`config.mk`:
```
export PLATFORM = sky130hd
export DESIGN_NAME = ram_bus_flat
export DESIGN_NICKNAME = d
export VERILOG_FILES = /design/src/rtl/ram_bus_pkg.sv /design/src/rtl/ram_bus_if.sv /design/src/rtl/ram_bus.sv /design/src/flat_wrapper.sv
export SDC_FILE = /design/constraint.sdc
export NUM_CORES = 1
export LEC_CHECK = 0
export CAP_MARGIN = 20
export CORE_ASPECT_RATIO = 0.7
export CORE_MARGIN = 4
export CORE_UTILIZATION = 44
export DETAILED_ROUTE_END_ITERATION = 8
export GPL_TIMING_DRIVEN = 0
export PLACE_DENSITY = 0.82
export SLEW_MARGIN = 20
export SYNTH_ARGS = -nofsm -noshare
export SYNTH_HDL_FRONTEND = slang
export SYNTH_SLANG_ARGS = --single-unit
export TNS_END_PERCENT = 5
```
`constraint.sdc`:
```
create_clock -name clk_in -period 5.9 [get_ports clk_in]
set_clock_uncertainty 0.05 [all_clocks]
set_input_delay 0.885 -clock clk_in [delete_from_list [all_inputs] [get_ports clk_in]]
set_output_delay 0.885 -clock clk_in [all_outputs]
set_load 0.05 [all_outputs]
```
`src/rtl/ram_bus_pkg.sv`:
```
// Shared widths, instruction-type codes, IO addresses and FSM states for the
// memory-side responder, plus access-size and load-extension helpers.
package ram_bus_pkg;

  localparam int ADDRESS_WIDTH     = 32;
  localparam int INSTRUCTION_WIDTH = 32;
  localparam int INST_TYPE_WIDTH   = 4;

  localparam logic [INST_TYPE_WIDTH-1:0] LB  = 4'd0;
  localparam logic [INST_TYPE_WIDTH-1:0] LH  = 4'd1;
  localparam logic [INST_TYPE_WIDTH-1:0] LW  = 4'd2;
  localparam logic [INST_TYPE_WIDTH-1:0] LBU = 4'd3;
  localparam logic [INST_TYPE_WIDTH-1:0] LHU = 4'd4;
  localparam logic [INST_TYPE_WIDTH-1:0] SB  = 4'd5;
  localparam logic [INST_TYPE_WIDTH-1:0] SH  = 4'd6;
  localparam logic [INST_TYPE_WIDTH-1:0] SW  = 4'd7;

  localparam logic [ADDRESS_WIDTH-1:0] IO_ADDR_0 = 32'h0003_0000;
  localparam logic [ADDRESS_WIDTH-1:0] IO_ADDR_1 = 32'h0003_0004;

  typedef enum logic [2:0] {
    IDLE,
    ST_LATCH,
    STORE,
    LOAD,
    FETCH
  } bus_state_e;

  function automatic logic [2:0] access_size(input logic [INST_TYPE_WIDTH-1:0] t);
    case (t)
      LB, LBU, SB: access_size = 3'd1;
      LH, LHU, SH: access_size = 3'd2;
      default:     access_size = 3'd4;
    endcase
  endfunction

  function automatic logic [31:0] load_extend(input logic [INST_TYPE_WIDTH-1:0] t,
                                              input logic [31:0] d);
    case (t)
      LB:      load_extend = {{24{d[7]}}, d[7:0]};
      LH:      load_extend = {{16{d[15]}}, d[15:0]};
      LBU:     load_extend = {24'd0, d[7:0]};
      LHU:     load_extend = {16'd0, d[15:0]};
      default: load_extend = d;
    endcase
  endfunction

endpackage

```
`src/rtl/ram_bus_if.sv`:
```
// Bundle of the ROB store port, load-buffer port, fetch port and 8-bit RAM port.
// The responder uses the slave view; the core/RAM side uses the master view.
interface ram_bus_if;
  import ram_bus_pkg::*;

  logic                         rdy_in;
  logic                         flush_in;

  logic                         rob_en_in;
  logic [ADDRESS_WIDTH-1:0]     rob_addr_in;
  logic [31:0]                  rob_wdata_in;
  logic [INST_TYPE_WIDTH-1:0]   rob_inst_type_in;
  logic                         rob_rdy_out;
  logic                         rob_finish_out;

  logic                         lb_en_in;
  logic [ADDRESS_WIDTH-1:0]     lb_addr_in;
  logic [INST_TYPE_WIDTH-1:0]   lb_inst_type_in;
  logic                         lb_finish_out;
  logic [31:0]                  lb_data_out;

  logic                         if_en_in;
  logic [ADDRESS_WIDTH-1:0]     if_pc_in;
  logic                         if_finish_out;
  logic [INSTRUCTION_WIDTH-1:0] if_inst_out;

  logic [7:0]                   mem_din;
  logic [7:0]                   mem_dout;
  logic [ADDRESS_WIDTH-1:0]     mem_a;
  logic                         mem_wr;
  logic                         io_buffer_full;

  modport slave (
    input  rdy_in, flush_in,
    input  rob_en_in, rob_addr_in, rob_wdata_in, rob_inst_type_in,
    output rob_rdy_out, rob_finish_out,
    input  lb_en_in, lb_addr_in, lb_inst_type_in,
    output lb_finish_out, lb_data_out,
    input  if_en_in, if_pc_in,
    output if_finish_out, if_inst_out,
    input  mem_din, io_buffer_full,
    output mem_dout, mem_a, mem_wr
  );

  modport master (
    output rdy_in, flush_in,
    output rob_en_in, rob_addr_in, rob_wdata_in, rob_inst_type_in,
    input  rob_rdy_out, rob_finish_out,
    output lb_en_in, lb_addr_in, lb_inst_type_in,
    input  lb_finish_out, lb_data_out,
    output if_en_in, if_pc_in,
    input  if_finish_out, if_inst_out,
    output mem_din, io_buffer_full,
    input  mem_dout, mem_a, mem_wr
  );

endinterface

```
`src/rtl/ram_bus.sv`:
```
// Serialises committed stores, loads and instruction fetches into little-endian
// byte accesses on the 8-bit RAM port and returns completion pulses and data.
module ram_bus
  import ram_bus_pkg::*;
(
  input  logic      clk_in,
  input  logic      rst_in,
  ram_bus_if.slave  bus
);

  bus_state_e                 state_reg;
  logic [2:0]                 cnt_reg;
  logic [2:0]                 size_reg;
  logic [ADDRESS_WIDTH-1:0]   addr_reg;
  logic [31:0]                wdata_reg;
  logic [31:0]                data_reg;
  logic [INST_TYPE_WIDTH-1:0] type_reg;
  logic                       rob_rdy_reg;
  logic                       rob_finish_reg;
  logic                       lb_finish_reg;
  logic                       if_finish_reg;
  logic [31:0]                lb_data_reg;
  logic [31:0]                if_inst_reg;

  logic                       io_stall;
  logic                       last_byte;
  logic [1:0]                 lane;
  logic [31:0]                assembled;

  assign io_stall  = ((addr_reg == IO_ADDR_0) || (addr_reg == IO_ADDR_1)) && bus.io_buffer_full;
  assign last_byte = (cnt_reg == size_reg - 3'd1);

  assign bus.mem_a    = addr_reg + {29'd0, cnt_reg};
  assign bus.mem_wr   = bus.rdy_in && (state_reg == STORE) && !io_stall;
  assign bus.mem_dout = wdata_reg[{cnt_reg[1:0], 3'b000} +: 8];

  // RAM data lags its address by one cycle, so the byte arriving now belongs
  // to lane cnt-1; a count of 4 wraps to lane 3 in two bits.
  always_comb begin
    lane      = cnt_reg[1:0] - 2'd1;
    assembled = data_reg;
    assembled[{lane, 3'b000} +: 8] = bus.mem_din;
  end

  always_ff @(posedge clk_in or posedge rst_in) begin
    if (rst_in) begin
      state_reg      <= IDLE;
      cnt_reg        <= 3'd0;
      size_reg       <= 3'd0;
      addr_reg       <= '0;
      wdata_reg      <= 32'd0;
      data_reg       <= 32'd0;
      type_reg       <= '0;
      rob_rdy_reg    <= 1'b0;
      rob_finish_reg <= 1'b0;
      lb_finish_reg  <= 1'b0;
      if_finish_reg  <= 1'b0;
      lb_data_reg    <= 32'd0;
      if_inst_reg    <= 32'd0;
    end else if (bus.rdy_in) begin
      rob_finish_reg <= 1'b0;
      lb_finish_reg  <= 1'b0;
      if_finish_reg  <= 1'b0;
      case (state_reg)
        IDLE: begin
          cnt_reg     <= 3'd0;
          rob_rdy_reg <= 1'b1;
          if (!bus.flush_in) begin
            if (bus.rob_en_in) begin
              state_reg   <= ST_LATCH;
              rob_rdy_reg <= 1'b0;
            end else if (bus.lb_en_in) begin
              state_reg   <= LOAD;
              addr_reg    <= bus.lb_addr_in;
              type_reg    <= bus.lb_inst_type_in;
              size_reg    <= access_size(bus.lb_inst_type_in);
              rob_rdy_reg <= 1'b0;
            end else if (bus.if_en_in) begin
              state_reg   <= FETCH;
              addr_reg    <= bus.if_pc_in;
              size_reg    <= 3'd4;
              rob_rdy_reg <= 1'b0;
            end
          end
        end
        // Store operands only become valid one cycle after the request rises.
        ST_LATCH: begin
          addr_reg  <= bus.rob_addr_in;
          wdata_reg <= bus.rob_wdata_in;
          type_reg  <= bus.rob_inst_type_in;
          size_reg  <= access_size(bus.rob_inst_type_in);
          cnt_reg   <= 3'd0;
          state_reg <= STORE;
        end
        STORE: begin
          if (!io_stall) begin
            if (last_byte) begin
              state_reg      <= IDLE;
              cnt_reg        <= 3'd0;
              rob_finish_reg <= 1'b1;
              rob_rdy_reg    <= 1'b1;
            end else begin
              cnt_reg <= cnt_reg + 3'd1;
            end
          end
        end
        LOAD, FETCH: begin
          if (bus.flush_in) begin
            state_reg   <= IDLE;
            cnt_reg     <= 3'd0;
            rob_rdy_reg <= 1'b1;
          end else begin
            if (cnt_reg != 3'd0) begin
              data_reg <= assembled;
            end
            if (cnt_reg == size_reg) begin
              state_reg   <= IDLE;
              cnt_reg     <= 3'd0;
              rob_rdy_reg <= 1'b1;
              if (state_reg == LOAD) begin
                lb_finish_reg <= 1'b1;
                lb_data_reg   <= load_extend(type_reg, assembled);
              end else begin
                if_finish_reg <= 1'b1;
                if_inst_reg   <= assembled;
              end
            end else begin
              cnt_reg <= cnt_reg + 3'd1;
            end
          end
        end
        default: state_reg <= IDLE;
      endcase
    end
  end

  assign bus.rob_rdy_out    = rob_rdy_reg;
  assign bus.rob_finish_out = rob_finish_reg;
  assign bus.lb_finish_out  = lb_finish_reg;
  assign bus.lb_data_out    = lb_data_reg;
  assign bus.if_finish_out  = if_finish_reg;
  assign bus.if_inst_out    = if_inst_reg;

endmodule

```
`src/flat_wrapper.sv`:
```
// flat-port wrapper written by rule: the top's interface ports become plain ports
module ram_bus_flat import ram_bus_pkg::*;
  (clk_in, rst_in, bus_rdy_in, bus_flush_in, bus_rob_en_in, bus_rob_addr_in, bus_rob_wdata_in, bus_rob_inst_type_in, bus_rob_rdy_out, bus_rob_finish_out, bus_lb_en_in, bus_lb_addr_in, bus_lb_inst_type_in, bus_lb_finish_out, bus_lb_data_out, bus_if_en_in, bus_if_pc_in, bus_if_finish_out, bus_if_inst_out, bus_mem_din, bus_io_buffer_full, bus_mem_dout, bus_mem_a, bus_mem_wr);
  ram_bus_if bus_i ();
  input  logic clk_in;
  input  logic rst_in;
  input wire logic [$bits(bus_i.rdy_in)-1:0] bus_rdy_in;
  input wire logic [$bits(bus_i.flush_in)-1:0] bus_flush_in;
  input wire logic [$bits(bus_i.rob_en_in)-1:0] bus_rob_en_in;
  input wire logic [$bits(bus_i.rob_addr_in)-1:0] bus_rob_addr_in;
  input wire logic [$bits(bus_i.rob_wdata_in)-1:0] bus_rob_wdata_in;
  input wire logic [$bits(bus_i.rob_inst_type_in)-1:0] bus_rob_inst_type_in;
  output wire logic [$bits(bus_i.rob_rdy_out)-1:0] bus_rob_rdy_out;
  output wire logic [$bits(bus_i.rob_finish_out)-1:0] bus_rob_finish_out;
  input wire logic [$bits(bus_i.lb_en_in)-1:0] bus_lb_en_in;
  input wire logic [$bits(bus_i.lb_addr_in)-1:0] bus_lb_addr_in;
  input wire logic [$bits(bus_i.lb_inst_type_in)-1:0] bus_lb_inst_type_in;
  output wire logic [$bits(bus_i.lb_finish_out)-1:0] bus_lb_finish_out;
  output wire logic [$bits(bus_i.lb_data_out)-1:0] bus_lb_data_out;
  input wire logic [$bits(bus_i.if_en_in)-1:0] bus_if_en_in;
  input wire logic [$bits(bus_i.if_pc_in)-1:0] bus_if_pc_in;
  output wire logic [$bits(bus_i.if_finish_out)-1:0] bus_if_finish_out;
  output wire logic [$bits(bus_i.if_inst_out)-1:0] bus_if_inst_out;
  input wire logic [$bits(bus_i.mem_din)-1:0] bus_mem_din;
  input wire logic [$bits(bus_i.io_buffer_full)-1:0] bus_io_buffer_full;
  output wire logic [$bits(bus_i.mem_dout)-1:0] bus_mem_dout;
  output wire logic [$bits(bus_i.mem_a)-1:0] bus_mem_a;
  output wire logic [$bits(bus_i.mem_wr)-1:0] bus_mem_wr;
  assign bus_i.rdy_in = bus_rdy_in;
  assign bus_i.flush_in = bus_flush_in;
  assign bus_i.rob_en_in = bus_rob_en_in;
  assign bus_i.rob_addr_in = bus_rob_addr_in;
  assign bus_i.rob_wdata_in = bus_rob_wdata_in;
  assign bus_i.rob_inst_type_in = bus_rob_inst_type_in;
  assign bus_rob_rdy_out = bus_i.rob_rdy_out;
  assign bus_rob_finish_out = bus_i.rob_finish_out;
  assign bus_i.lb_en_in = bus_lb_en_in;
  assign bus_i.lb_addr_in = bus_lb_addr_in;
  assign bus_i.lb_inst_type_in = bus_lb_inst_type_in;
  assign bus_lb_finish_out = bus_i.lb_finish_out;
  assign bus_lb_data_out = bus_i.lb_data_out;
  assign bus_i.if_en_in = bus_if_en_in;
  assign bus_i.if_pc_in = bus_if_pc_in;
  assign bus_if_finish_out = bus_i.if_finish_out;
  assign bus_if_inst_out = bus_i.if_inst_out;
  assign bus_i.mem_din = bus_mem_din;
  assign bus_i.io_buffer_full = bus_io_buffer_full;
  assign bus_mem_dout = bus_i.mem_dout;
  assign bus_mem_a = bus_i.mem_a;
  assign bus_mem_wr = bus_i.mem_wr;
  ram_bus u_core (.clk_in(clk_in), .rst_in(rst_in), .bus(bus_i));
endmodule
```
==> run summary, run 1 <==
During placement, the flow inserted port buffers numbering 258. The final weighted congestion in routability-driven placement is 0.884, and the sequential cell area fraction in the yosys report is 48.1%. The maximum clock insertion buffer count was 2.

The critical path endpoint category was a primary output. The area growth from synthesis to layout is 39.0%. The worst hold-check path type is register to register. Setup slack on the worst reg-to-reg path comes out at 2770 ps.

The number of antenna diodes in the final layout is 0. The tools report the startpoint of the worst-slack reg-to-reg timing path as u_core.cnt_reg[1]. Prior to clock tree synthesis, the placed netlist has a worst setup slack of 2040 ps.

The logs give 0.00920 sq mm for the total standard cell area after synthesis and 20900 microns for the HPWL after detailed placement. The ratio of total power to cell area works out to 479 mW/mm^2. The number of cell instances on the worst register-to-register path was 9; the met2 layer wire length in the routed design was 11900 microns. The total vias in the final route was 8058; the register area was 0.00443 sq mm.

The master cell of the clock root buffer was sky130_fd_sc_hd__clkbuf_16. Net count of the finished layout: 1351. Entering global routing, the biggest net connects 106 pins.

Initial antenna violation count: 0. Largest area contributor in the netlist: sky130_fd_sc_hd__dfrtp_1. The layout filler cell count is 1632, and the DRC violation count after routing is 0. At the pin with the least slew margin, the transition time is 1040 ps. Once the clock tree was built, the setup fixing pass inserted 0 buffers.

The number of endpoints with negative hold slack in the final report is 0, and the mean cell area of the mapped netlist is 10.1 sq um. In this run the worst path has a maximum fanout of 9. The run gives 27200 microns as the overall routed net length.

The tools report the maximum vdd ir drop as 0.295 mV. The die covers 0.0233 sq mm. The x dimension of the die is 181 microns.

The H-tree generated during clock tree synthesis spans 4 levels. Timing would allow up to 0.231 GHz. The slowest stage of the critical path is the sky130_fd_sc_hd__clkdlybuf4s50_1 cell. Setup violations remaining at the end of the flow were counted as 0.

The number of flops mapped to enable cells by yosys was 0. The smallest clock period supported by the final layout is computed as 4320 ps. The later-pin clock latency in the skew report is 430 ps, and the number of slew-limit violations in the final report is 0. After clock tree synthesis, the clock-pin slew on the worst setup and hold paths is 70 ps.

The count of state elements after synthesis is 177, and the total of max-cap violations is 0. Setup repair after global routing left no endpoint under its margin. Internal power comes to 3.38 mW. The endpoint of the worst-slack reg-to-reg timing path is u_core.bus.lb_data_out[17]. Row generation in the floorplan step produced 43 rows. For the detailed-route wire length on metal 1, the log shows 12600 microns. Highest cell delay on the worst timing path: 830 ps. Dividing the detail-routed wire length by the instance count gives 18.5 microns.

In this run, CTS created clock tree buffers numbering 17. Once routing completed, OpenROAD measured the worst setup slack at 1580 ps. For the number of non-filler instances in the completed layout, the log shows 1472. Including well taps, the total number of placed cells is 1440.

The number of buffers inserted for hold repair after clock tree synthesis was 0; the effective utilization at floorplan was 45.6%. The number of global-route vias before repair came out at 7968. Signal routing reaches up to met4.

The predominant post-synthesis flop cell is sky130_fd_sc_hd__dfrtp_1. For this run, the number of Yosys warnings is 0. After synthesis, the netlist uses 61 different library cells. The wire length of the first global-routing pass is 43200 microns. The number of vias per cell after detailed routing was 5.47.

For this run, the total global-route usage over all layers was measured as 23.2%. Tracing the worst setup path back leads to its startpoint at u_core.cnt_reg[0]. The critical path class is register to primary output.

The leakage power is 5.46 nW. Share of Yosys cell area claimed by the top area cell type: 48.1%. STA classifies the critical path startpoint as a register.

The routed length on met3 is 2440 microns. In this run the worst setup path terminates at bus_mem_a[20]. The switching share of power is 44.9%.

The detail route stage leaves a number of antenna-violating nets equal to 0. The core region is 0.0202 sq mm. TritonCTS built the clock tree. The critical path goes through ha_1 -> fa_1 -> a21o_1 -> nand2_1 -> nor2b_1 -> buf_4 -> and4_1 -> xor2_1 -> clkdlybuf4s50_1.

Measured along the y axis, the die boundary spans 129 microns. Of the cells placed in the final design, the portion with a size suffix greater than 1 is 11.7%. Data on the critical path is required at its endpoint by 4970 ps.

Along the worst hold path, the cell count comes to 2. The net count after synthesis was 1073. The count of pins on the block boundary was 261. In the post-synthesis netlist, the biggest area contributors are sky130_fd_sc_hd__dfrtp_1, sky130_fd_sc_hd__nand2_1, sky130_fd_sc_hd__mux2i_1.

The run gives 0 as the aggregate global routing overflow. Counting every instance in the synthesized netlist gives 911. The tools report the count of routing violations after the opening detailed-route iteration as 703. The power spent charging and discharging nets was 2.75 mW; the post-route fraction of the period consumed by the critical path was 73.2%.

The logs give 31.7% for the sequential share of power and 19.8% for the power share of the clock group. The remaining max-slew budget at the tightest pin was 29.9%. The flow ran to the end, and the final reports show no timing, DRC or antenna violations. Summing all multi-input logic gate instances after layout gives 0.00440 sq mm. The run gives 3390 ps as the arrival time of data at the critical path endpoint. Once the clock tree was built, the resizer swapped 0 gates to a different size. The clock net in this run drives a total of 177 sinks. The logs give 48.5% for the combinational share of power and 6 for the first-pass iteration count of the detailed router. Post-synthesis async set-or-reset flop share: 100%.
kinds of logic (layout without fill, tap and decap cells):
| family | after synthesis | in the layout | synth area share, % |
|---|---|---|---|
| multiplexers | 82 | 82 | 10.4 |
| XOR/XNOR | 39 | 39 | 3.88 |
| buffers and inverters | 70 | 361 | 3.98 |
| AND/OR/NAND/NOR | 302 | 302 | 15.9 |
| flip-flops | 177 | 177 | 48.1 |
| adder cells (fa/ha/maj) | 10 | 10 | 1.44 |
| AO/OA/AOI/OAI | 231 | 231 | 16.2 |
worst max-delay path: cells and delay by family, from the launching register on:
kind / cells / cell delay [ps]
adders and majority gates: 2 / 700
buffers and inverters: 2 / 1010
and+or+nand+nor: 3 / 430
xor gates and xnor gates: 1 / 120
AOI/OAI and AO/OA: 1 / 190
DFF: 1 / 500
per-stage QoR:
stage               total power, mW  hold slack [ps]  setup TNS [ps]  area (sq um)  utilization (%)
floorplan                      3.89              392               0          9200                -
global placement               4.86              404         -396600         12100             60.1
detailed placement             4.94              413               0         12200             60.2
CTS                            6.16              430               0         12800             63.4
global route                   6.45              455               0         12800             63.4
finish                         6.13              425               0         12800             63.4
layer usage:
| metal | up-vias | global-route usage [%] |
|---|---|---|
| met5 | - | 0 |
| met4 | 0 | 5.69 |
| met2 | 291 | 35.1 |
| met1 | 3958 | 33.0 |
| met3 | 31 | 6.98 |
| li1 | 3778 | - |
power by group through the flow:
stage          Sequential [mW]  Combinational, mW  Clock, mW
3_5_place_dp              1.96               2.98          0
4_1_cts                   1.94               2.99       1.23
5_1_grt                   2.00               3.17       1.29
6_report                  1.94               2.97       1.21
3_3_place_gp              1.94               2.93          0
2_1_floorplan             2.29               1.60          0
Yosys cell counts (18+ instances only):
master and instances:
sky130_fd_sc_hd__dfrtp_1 177, sky130_fd_sc_hd__nand2_1 114, sky130_fd_sc_hd__nor2_1 75, sky130_fd_sc_hd__o21ai_0 66, sky130_fd_sc_hd__a21oi_1 48, sky130_fd_sc_hd__nor2b_1 45, sky130_fd_sc_hd__mux2i_1 42, sky130_fd_sc_hd__a31oi_1 31
sky130_fd_sc_hd__mux2_2 31, sky130_fd_sc_hd__xnor2_1 30, sky130_fd_sc_hd__clkbuf_1 24, sky130_fd_sc_hd__o22a_1 24, sky130_fd_sc_hd__buf_2 22, sky130_fd_sc_hd__o21ai_2 21, sky130_fd_sc_hd__o21ai_1 18
final cells by class:
class	count	area share, %
multi-input combinational	664	34.4
tap	270	2.64
timing repair buffer	259	20.4
sequential	177	34.6
buffer	60	2.57
inverter	10	0.352
clock buffer	17	3.33
clock inverter	15	1.65
cell usage in the layout (no fill, tap or decap), types with 9 or more instances in the layout:
| cell type | synthesis | routed |
|---|---|---|
| sky130_fd_sc_hd__clkbuf_16 | 0 | 17 |
| sky130_fd_sc_hd__o22a_1 | 24 | 24 |
| sky130_fd_sc_hd__o21ai_0 | 66 | 66 |
| sky130_fd_sc_hd__buf_2 | 22 | 22 |
| sky130_fd_sc_hd__a31oi_1 | 31 | 31 |
| sky130_fd_sc_hd__o21ai_2 | 21 | 21 |
| sky130_fd_sc_hd__nor2_1 | 75 | 75 |
| sky130_fd_sc_hd__xnor2_1 | 30 | 30 |
| sky130_fd_sc_hd__mux2i_1 | 42 | 42 |
| sky130_fd_sc_hd__clkdlybuf4s50_1 | 0 | 258 |
| sky130_fd_sc_hd__inv_1 | 10 | 9 |
| sky130_fd_sc_hd__nand2_1 | 114 | 114 |
| sky130_fd_sc_hd__o21ai_1 | 18 | 18 |
| sky130_fd_sc_hd__a21oi_1 | 48 | 48 |
| sky130_fd_sc_hd__ha_1 | 9 | 9 |
| sky130_fd_sc_hd__buf_6 | 9 | 9 |
| sky130_fd_sc_hd__mux2_2 | 31 | 31 |
| sky130_fd_sc_hd__nor2b_1 | 45 | 45 |
| sky130_fd_sc_hd__dfrtp_1 | 177 | 177 |
| sky130_fd_sc_hd__nand3_1 | 11 | 11 |
| sky130_fd_sc_hd__clkbuf_1 | 24 | 24 |
worst min-delay path by stage:
| stage | slack (ps) | from | endpoint |
|---|---|---|---|
| 2_1_floorplan | 390 | u_core.data_reg[0] | u_core.data_reg[0] |
| 3_3_place_gp | 400 | u_core.data_reg[25] | u_core.data_reg[25] |
| 3_5_place_dp | 410 | u_core.data_reg[7] | u_core.data_reg[7] |
| 4_1_cts | 430 | u_core.data_reg[7] | u_core.data_reg[7] |
| 5_1_grt | 450 | u_core.bus.if_inst_out[6] | u_core.bus.if_inst_out[6] |
| 6_report | 420 | u_core.data_reg[16] | u_core.data_reg[16] |
Power figures use the tool's default switching activity.
==> inputs of run 2 (changes only) <==
CORE_UTILIZATION = 49   (was 44)
PLACE_DENSITY = 0.86   (was 0.82)
clock period = 4.3 ns   (was 5.9 ns; I/O delays follow)
==> run 2 against run 1 <==
Compared with the run above: die area decreased by 9.7%; clock power increased by 35%; utilization increased by 6.9 points; critical endpoint unchanged; sequential share of layout area about the same.
==> run summary, run 2 (synthesis gave the netlist of run 1 again) <==
The run finished with clean final reports. The die is 123 microns tall. Derived from the worst setup path, the maximum achievable clock frequency is 0.246 GHz. The post-route fraction of the period consumed by the critical path came out at 94.4%.

The run gives 838 as the count of routing violations after the opening detailed-route iteration. Entering global routing, the biggest net connects 34 pins. The number of cells in the design after placement was 1410. The number of levels in the clock H-tree is 4, and the minimum clock period after layout is 4060 ps.

The clock passes through at most 2 buffers. Clock tree synthesis found a total of 177 sinks. 0 antenna diodes ended up in the layout.

The remaining antenna violation count after routing was 0. The count of pins on the block boundary is 261, and the ratio of total power to cell area is 657 mW/mm^2. In the global route stage, overall resource usage came out at 26.5%. The floorplan die area is 0.0211 sq mm, and the final weighted congestion in routability-driven placement is 0.895. The effective utilization at floorplan was 50.5%. At the worst endpoint, the arrival time is 3360 ps. The remaining max-slew budget at the tightest pin was 29.7%; the number of global-route vias before repair was 8067. The sum of internal, switching and leakage power is 8.40 mW. Setup repair after global routing left no endpoint under its margin. The post-CTS setup repair buffer count came out at 0. The initial antenna violation count was 0; the mean routed wirelength per cell was 19.1 microns. The tools report the number of endpoints with negative hold slack in the final report as 0. Layout-stage area growth over the synthesis result: 39.1%. Leaving out fill and tap cells, the most frequent cell in the layout is sky130_fd_sc_hd__clkdlybuf4s50_1.

The number of buffers inserted for hold repair after clock tree synthesis was 0; the aggregate global routing overflow was 0. The floorplan step defined a core boundary enclosing 0.0182 sq mm. The number of slew-limit violations in the final report is 0.

Setup violations remaining at the end of the flow were counted as 0. Clock-pin slew was measured on the worst setup and hold paths at 70 ps. The wire length of the first global-routing pass came out at 43500 microns.

The top cell types in the final layout, fill and taps aside, are sky130_fd_sc_hd__clkdlybuf4s50_1, sky130_fd_sc_hd__dfrtp_1, sky130_fd_sc_hd__nand2_1. Worst endpoint required time: 3610 ps. The run gives 27600 microns as the overall routed net length. Of all nets on the critical path, the largest fanout is 9.

The worst setup path is captured at a primary output. Across the run, the number of max-cap violations was 0. The worst-case IR drop observed on VDD is 0.524 mV. The HPWL after detailed placement is 21300 microns.

For the first-pass iteration count of the detailed router, the log shows 5. The total vias in the final route was 8146. Worst hold-check path type: register to register. Buffers placed on the I/O ports in this run total 258. The number of vias per cell after detailed routing is 5.65, and the number of non-filler instances in the completed layout is 1442. Buffers inserted during clock tree synthesis total 17. The row count was 41. TritonCTS built the clock tree. At the end of the flow, the number of nets in the layout was 1355. The critical path class is register to primary output. For the worst-skew pair, the clock arrives at the later sink with an insertion delay of 440 ps. The worst setup path is launched from a register.

From left edge to right edge, the die measures 172 microns. The worst slack on hold paths came out at 429 ps. The analysis attributes to cell leakage a power of 5.48 nW. In this run the clock root is driven by a sky130_fd_sc_hd__clkbuf_16. In the final layout, the share of cells above drive strength 1 is 12.0%.

Post-cts gate resize count: 0. At the pin with the least slew margin, the transition time is 1050 ps. In the routed design, unresolved DRC markers number 0.
-- run 2: changes by cell type in the layout (fill, tap and decap cells not counted), sizes merged --
cell and change:
inv -4, buf +4, clkinvlp +2, bufinv +1, clkbuf +1
-- run 2: stage by stage --
step	utilization, %	setup slack [ps]	area (sq um)	setup TNS, ps
after global routing	70.3	133	12800	0
after floorplan	-	1120	9200	0
after CTS	70.3	249	12800	0
after detailed placement	66.9	711	12200	0
final	70.3	242	12800	0
after global placement	66.3	-98.0	12100	-14150
-- run 2: worst max-delay path, cell delays in order (launching register included) --
cell and delay, ps:
sky130_fd_sc_hd__dfrtp_1 490, sky130_fd_sc_hd__ha_1 260, sky130_fd_sc_hd__fa_1 400, sky130_fd_sc_hd__a21o_1 190, sky130_fd_sc_hd__nand2_1 170, sky130_fd_sc_hd__nor2b_1 70, sky130_fd_sc_hd__buf_4 180, sky130_fd_sc_hd__and4_1 200
sky130_fd_sc_hd__xor2_1 130, sky130_fd_sc_hd__clkdlybuf4s50_1 830
-- run 2: layer usage --
layer / global-route usage (%) / routed length, microns / vias to the layer above
met5: 0 / 0 / -
met4: 7.02 / 479 / 0
met3: 7.44 / 2480 / 48
met2: 40.0 / 12400 / 329
met1: 38.1 / 12200 / 3987
li1: - / - / 3782
-- run 2: layout make-up --
type,count,area [sq um]
Buffer,60,329
Clock buffer,18,439
Clock inverter,14,178
Fill cell,1356,5410
Inverter,10,41.3
Multi-Input combinational cell,664,4400
Sequential cell,177,4430
Tap cell,236,295
Timing Repair Buffer,263,2680
-- run 2: power breakdown --
group	internal, mW	switching (mW)	total, mW
Combinational	1.54	2.56	4.10
Sequential	2.21	0.465	2.67
Clock	0.940	0.693	1.63
-- run 2: path summary, 6_finish.rpt --
check / startpoint / endpoint / slack, ps / depth (start not counted)
hold / removal: u_core.data_reg[29] / u_core.data_reg[29] / 430 / 2
setup / recovery: u_core.cnt_reg[0] / bus_mem_a[20] / 240 / 9
setup reg to reg: u_core.cnt_reg[1] / u_core.bus.lb_data_out[19] / 1210 / 9
hold reg to reg: u_core.data_reg[29] / u_core.data_reg[29] / 430 / 2
min in group asynchronous: rst_in / u_core.addr_reg[10] / 630 / 2
max in group asynchronous: rst_in / u_core.wdata_reg[19] / 2720 / 4
